**config.mk**
```make
export PLATFORM = sky130hd
export DESIGN_NAME = ifm_scan_ctrl
export DESIGN_NICKNAME = d
export VERILOG_FILES = /design/src/rtl/ifm_scan_ctrl.sv
export SDC_FILE = /design/constraint.sdc
export NUM_CORES = 1
export LEC_CHECK = 0
export ABC_AREA = 1
export BUFFER_PORTS_ARGS = -buffer_cell sky130_fd_sc_hd__buf_4
export CORE_MARGIN = 2
export CORE_UTILIZATION = 40
export DETAILED_ROUTE_END_ITERATION = 16
export HOLD_SLACK_MARGIN = 0.12
export PLACE_DENSITY = 0.62
export SKIP_CTS_REPAIR_TIMING = 1
export SKIP_LAST_GASP = 1
export SLEW_MARGIN = 30
export SYNTH_ARGS = -nofsm -noshare
export SYNTH_HDL_FRONTEND = slang
export SYNTH_SLANG_ARGS = --single-unit
```
**constraint.sdc**
```tcl
create_clock -name clk -period 5.9 [get_ports clk]
set_input_delay 1.18 -clock clk [delete_from_list [all_inputs] [get_ports clk]]
set_output_delay 1.18 -clock clk [all_outputs]
set_load 0.05 [all_outputs]
```
**src/rtl/ifm_scan_ctrl.sv**
```systemverilog
// Snake-order 3x3 window scanner: fetches IFM pixels and issues ALL/RIGHT/DOWN/LEFT commands.
// Optional stall counter output when IFM_SCAN_STALL_CNT_EN is defined.
module ifm_scan_ctrl #(
    parameter int IFM_W  = 8,
    parameter int IFM_H  = 8,
    parameter int ADDR_W = 16
) (
    input  logic                    clk,
    input  logic                    rst,
    input  logic                    start,
    input  logic                    pe_ready,
    output logic                    mem_req,
    output logic [ADDR_W-1:0]       mem_addr,
    input  logic signed [7:0]       mem_rdata,
    output logic [2:0]              ifm_read,
    output logic [2:0][31:0]        ifm_input,
    output logic                    busy,
    output logic                    done
`ifdef IFM_SCAN_STALL_CNT_EN
    ,
    output logic [15:0]             stall_cnt
`endif
);

    localparam logic [2:0] CMD_ALL   = 3'b111;
    localparam logic [2:0] CMD_RIGHT = 3'b001;
    localparam logic [2:0] CMD_DOWN  = 3'b010;
    localparam logic [2:0] CMD_LEFT  = 3'b100;
    localparam logic [7:0] COL_LAST  = 8'(IFM_W - 3);
    localparam logic [7:0] ROW_LAST  = 8'(IFM_H - 3);

    typedef enum logic [2:0] {S_IDLE, S_FETCH, S_WAIT, S_ISSUE, S_DONE} state_t;

    state_t      r_state, w_next_state;
    logic [7:0]  r_row, r_col;
    logic        r_dir;             // 0: moving right, 1: moving left
    logic [2:0]  r_cmd;
    logic [3:0]  r_cnt;
    logic [1:0]  r_ki, r_kj;
    logic        r_rd_vld;
    logic [3:0]  r_rd_idx;
    logic [7:0]  r_pix [0:8];

    logic        w_fetch_last;
    logic [7:0]  w_nr, w_nc;
    logic        w_ndir, w_at_edge, w_scan_end;
    logic [2:0]  w_next_cmd;
    logic [ADDR_W-1:0] w_row, w_col;
    logic [31:0] w_pk0, w_pk1, w_pk2;

    assign w_fetch_last = (r_cnt == ((r_cmd == CMD_ALL) ? 4'd8 : 4'd2));
    assign w_pk0 = {8'h00, r_pix[0], r_pix[1], r_pix[2]};
    assign w_pk1 = {8'h00, r_pix[3], r_pix[4], r_pix[5]};
    assign w_pk2 = {8'h00, r_pix[6], r_pix[7], r_pix[8]};

    // Position after the pending command, and what comes next from there
    always_comb begin
        w_nr   = r_row;
        w_nc   = r_col;
        w_ndir = r_dir;
        case (r_cmd)
            CMD_RIGHT: w_nc = r_col + 8'd1;
            CMD_LEFT:  w_nc = r_col - 8'd1;
            CMD_DOWN: begin
                w_nr   = r_row + 8'd1;
                w_ndir = ~r_dir;
            end
            default: ;
        endcase
        w_at_edge  = w_ndir ? (w_nc == 8'd0) : (w_nc == COL_LAST);
        w_scan_end = w_at_edge && (w_nr == ROW_LAST);
        w_next_cmd = w_at_edge ? CMD_DOWN : (w_ndir ? CMD_LEFT : CMD_RIGHT);
    end

    always_comb begin
        w_row = ADDR_W'(r_row) + ADDR_W'(r_cnt);
        w_col = ADDR_W'(r_col) - ADDR_W'(1);
        case (r_cmd)
            CMD_ALL: begin
                w_row = ADDR_W'(r_row) + ADDR_W'(r_ki);
                w_col = ADDR_W'(r_col) + ADDR_W'(r_kj);
            end
            CMD_RIGHT: w_col = ADDR_W'(r_col) + ADDR_W'(3);
            CMD_DOWN: begin
                w_row = ADDR_W'(r_row) + ADDR_W'(3);
                w_col = ADDR_W'(r_col) + ADDR_W'(r_cnt);
            end
            default: ;
        endcase
    end

    always_ff @(posedge clk) begin
        if (rst) r_state <= S_IDLE;
        else     r_state <= w_next_state;
    end

    always_comb begin
        w_next_state = r_state;
        case (r_state)
            S_IDLE:  if (start) w_next_state = S_FETCH;
            S_FETCH: if (w_fetch_last) w_next_state = S_WAIT;
            S_WAIT:  w_next_state = S_ISSUE;
            S_ISSUE: if (pe_ready) w_next_state = w_scan_end ? S_DONE : S_FETCH;
            S_DONE:  w_next_state = S_IDLE;
            default: w_next_state = S_IDLE;
        endcase
    end

    always_comb begin
        mem_req   = 1'b0;
        mem_addr  = '0;
        ifm_read  = 3'b000;
        ifm_input = '0;
        busy      = (r_state == S_FETCH) || (r_state == S_WAIT) || (r_state == S_ISSUE);
        done      = (r_state == S_DONE);
        if (r_state == S_FETCH) begin
            mem_req  = 1'b1;
            mem_addr = w_row * ADDR_W'(IFM_W) + w_col;
        end
        if (r_state == S_ISSUE && pe_ready) begin
            ifm_read = r_cmd;
            case (r_cmd)
                CMD_ALL:   ifm_input = {w_pk2, w_pk1, w_pk0};
                CMD_RIGHT: ifm_input[0] = w_pk0;
                CMD_DOWN:  ifm_input[1] = w_pk0;
                default:   ifm_input[2] = w_pk0;
            endcase
        end
    end

    always_ff @(posedge clk) begin
        if (rst) begin
            r_row    <= '0;
            r_col    <= '0;
            r_dir    <= 1'b0;
            r_cmd    <= CMD_ALL;
            r_cnt    <= '0;
            r_ki     <= '0;
            r_kj     <= '0;
            r_rd_vld <= 1'b0;
            r_rd_idx <= '0;
        end else begin
            r_rd_vld <= mem_req;
            r_rd_idx <= r_cnt;
            case (r_state)
                S_IDLE: if (start) begin
                    r_row <= '0;
                    r_col <= '0;
                    r_dir <= 1'b0;
                    r_cmd <= CMD_ALL;
                    r_cnt <= '0;
                    r_ki  <= '0;
                    r_kj  <= '0;
                end
                S_FETCH: begin
                    if (w_fetch_last) begin
                        r_cnt <= '0;
                        r_ki  <= '0;
                        r_kj  <= '0;
                    end else begin
                        r_cnt <= r_cnt + 4'd1;
                        if (r_kj == 2'd2) begin
                            r_kj <= '0;
                            r_ki <= r_ki + 2'd1;
                        end else begin
                            r_kj <= r_kj + 2'd1;
                        end
                    end
                end
                S_ISSUE: if (pe_ready) begin
                    r_row <= w_nr;
                    r_col <= w_nc;
                    r_dir <= w_ndir;
                    r_cmd <= w_next_cmd;
                end
                default: ;
            endcase
        end
    end

    // Read data lands one cycle after its strobe; r_rd_vld is cleared by reset
    always_ff @(posedge clk) begin
        if (r_rd_vld) r_pix[r_rd_idx] <= mem_rdata;
    end

`ifdef IFM_SCAN_STALL_CNT_EN
    logic [15:0] r_stall_cnt;
    always_ff @(posedge clk) begin
        if (rst)
            r_stall_cnt <= '0;
        else if (r_state == S_IDLE && start)
            r_stall_cnt <= '0;
        else if (r_state == S_ISSUE && !pe_ready && r_stall_cnt != 16'hFFFF)
            r_stall_cnt <= r_stall_cnt + 16'd1;
    end
    assign stall_cnt = r_stall_cnt;
`endif

endmodule

```
==> results.txt <==
----------------------------------------------------
[Outcome]
  Result of the run ... finished, final reports clean

[Finish]
  Layout cell share with drive strength beyond 1 ... 17.09%
  Most common library cell in the layout ignoring fill and taps ... nand2_1
  Number of diodes added for antenna fixing ... 0
  Area growth from synthesis to layout ... 19.62%
  Filler cells ... approximately 1,600
  Count of nets after finishing ... 940
  Commonest non-fill, non-tap cells in the layout ... 140 x nand2_1, 113 x buf_4, 95 x nor2_1
  Post-layout instance count excluding filler cells ... around 1,100

[Setup path]
  Sort of element at the end of the critical path ... output pin
  Max FO, Critical Path ... 20
  Critical path arrival ... about 4300 ps
  Setup CP Type ... flop to output pin
  Type of element launching the critical path ... flop
  Worst setup slack for register-to-register paths ... between 3000 and 4000 ps
  Worst path required time ... approximately 4700 ps

[Pwr]
  Combinational group share of total power ... a little under half
  Reg power frac ... 32.5%
  Clock network fraction of total power ... 21.8%
  P_sw ... roughly 1200 µW
  Power Internal ... ~1500 µW
  Worst-case vdd ir drop ... ~0.20 mV
  Lkg Pwr ... about 0.0034 µW
  Cell area power density ... around 350 nW/µm²
  Switch share ... between 40 and 50%

[STA]
  FMAX ... about 180 MHz
  Number of hold violations in the final report ... 0
  Unrepaired setup endpoints after global routing ... yes
  Max transition margin ... about 40%
  Largest clock skew in the final design ... between 10 and 15 ps
  Least-Margin Pin Slew ... roughly 900 ps
  Total negative setup slack ... 0 ps
  Minimum clock period after layout ... between 5000 and 6000 ps
  Final setup violation count ... 0
  Final slew viol count ... 0
  Share of the clock period used by the worst path ... 92.01%

[Floorplanning]
  Die height ... ~130 µm
  DIE AREA ... 17,180 µm²
  Count of boundary I/O pins ... 130
  Placement Rows ... 46
  Chip Width ... between 100 and 150 µm
  Initial standard-cell utilization of the core ... just over 40%
  Core Footprint ... ~16,000 µm²

[Logic synthesis]
  Sequential element share of the synthesized area ... ~45%
  Share of flip-flops with an asynchronous set or reset ... 0%
  Yosys cell types ... 45
  Number of synthesized flops with an enable pin ... 72
  Top FF cell, synth ... edfxtp_1
  Mapped cell area ... between 6000 and 7000 µm²
  Synth area leaders ... edfxtp_1 33%, dfxtp_1 11%, nand2_1 8.1%
  Total number of yosys warnings ... 0
  Avg Cell Area, Syn ... 8.073 µm²
  Count of mapped cells out of synthesis ... 800
  Dominant cell type by area after synthesis ... edfxtp_1
  Flip-flop and latch count after synthesis ... 108
  Area share of the largest cell type after synthesis ... 33.48%

[Placed design]
  Estimated wirelength of the detail-placed design ... 12,580 µm
  Global placer's final weighted congestion ... between 0.8 and 0.9
  Buffers on Ports ... between 100 and 150
  Placed instance count ... approximately 1,100

[Routing]
  Total length of routed wires ... roughly 17,000 µm
  Via density per instance ... a little over 5
  WL/cell ... roughly 15 µm
  Count of routing violations after the opening detailed-route iteration ... 391
  1st-pass router iterations ... 5
  ANT nets after route ... 0
  Via count of the routed design ... ~5,600
  Number of design rule violations left after detail routing ... 0

[Clocking]
  Clock latency at the later pin of the worst-skew pair ... between 300 and 400 ps
  Clock buffer count from CTS ... 9
  H-tree levels ... 3
  CTS root buffer ... clkbuf_16
  Maximum count of clock buffers along a single path ... 2
  Register clock-pin slew on the reported worst setup and hold paths ... 70 ps
  TritonCTS clock tree ... done
  TritonCTS sink count ... ~110

[Global route]
  Total GRT Usage ... around a fifth
  Vias in the first global route ... 5,233
  Initial antenna violation count ... 0
  First-pass GRT wire length ... between 20,000 and 30,000 µm
  Final global-route overflow total ... 0
  Pin count of the biggest net entering global routing ... 44

[Min path]
  Worst hold-check path type ... flop to flop

[Flow run]
  Max-cap violation count ... 0

----------------------------------------------------
[metal layers]
layer	global-route usage (%)	vias up	routed length [µm]
li1	-	2839	-
met1	30.40	2607	8445
met2	30.87	175	7531
met3	2.679	26	821
met4	5.569	0	289
met5	0	-	0
[cell families (layout without fill, tap and decap cells)]
group / count (synthesis) / after routing / share of synthesized area [%]
xor gates and xnor gates: 25 / 25 / 3.390
and+or+nand+nor: 343 / 343 / 22.72
adders and majority gates: 32 / 32 / 6.664
DFF: 108 / 108 / 44.63
AOI/OAI and AO/OA: 145 / 145 / 12.48
other: 1 / 24 / 0.05806
buffers and inverters: 146 / 224 / 10.05
[power groups by stage]
| stage | clock network, µW | logic (µW) | registers (µW) |
|---|---|---|---|
| floorplan | 0 | 901 | 884 |
| CTS | 600 | 1220 | 875 |
| global placement | 0 | 1210 | 891 |
| detailed placement | 0 | 1220 | 893 |
| global route | 626 | 1370 | 883 |
| finish | 590 | 1240 | 877 |
[flip-flops by register name, summed over array words and instances (netlist names), 3 cells and up]
signal and cells:
r_cmd 3, r_cnt 4, r_col 8, r_pix 72, r_rd_idx 4, r_row 8
r_state 3
[Yosys cell counts (2+ instances only)]
cell	n
a31oi_1	4
nor3_1	7
a21o_1	2
inv_1	88
a21oi_1	44
nor3_4	2
nand3_1	80
nand2_1	140
o31ai_1	2
xor2_1	19
edfxtp_1	72
buf_1	5
o21ai_0	70
o211ai_1	3
nand4_1	10
buf_2	3
nor2_2	2
inv_2	3
ha_1	28
o21ai_2	2
clkbuf_1	21
o21ai_1	3
xnor2_1	6
nand2_2	2
or2_2	2
buf_4	24
fa_1	4
o22ai_1	5
nor2_1	96
dfxtp_1	36
[final timing paths]
kind	startpoint	cells past startpoint	end
max	r_cmd[1]	24	mem_addr[12]
min	r_dir	2	r_dir
max reg2reg	r_cmd[0]	15	r_state[0]
min reg2reg	r_dir	2	r_dir
[worst max-delay path, cell delays in order (launching register included)]
cell	delay (ps)
dfxtp_1	340
inv_1	130
nor3_4	220
inv_1	130
buf_6	190
nand2_1	130
o22ai_1	80
inv_1	70
ha_1	150
inv_1	60
fa_1	410
nor2_1	120
a211oi_1	60
nor2_1	90
inv_1	70
o21ai_0	150
inv_1	60
ha_1	370
inv_1	100
nor4_2	260
nand3_1	130
o2111ai_1	140
xor2_1	180
nor2_1	50
buf_4	210
[through the flow]
stage,total power (µW),cell area [µm²],setup WS [ps],util (%),hold slack (ps)
after global placement,2105,7387,679.4,46.67,460.8
after CTS,2694,7674,181.3,48.48,480.8
after detailed placement,2108,7387,573.4,46.67,471.5
final,2701,7726,471.2,48.81,482.7
after global routing,2875,7726,-22.27,48.81,502.8
after floorplan,1784,6545,452.0,-,452.3
[final cells by class]
class                           instances  area, µm²  area share (%)
Multi-Input combinational cell        569       3048           39.45
Sequential cell                       108       2885           37.34
Timing Repair Buffer                  116      890.9           11.53
Inverter                               92      345.3           4.470
Tap cell                              216      270.3           3.498
Clock buffer                           11      242.7           3.142
Clock inverter                          5      43.79          0.5668
Power figures use the tool's default switching activity.
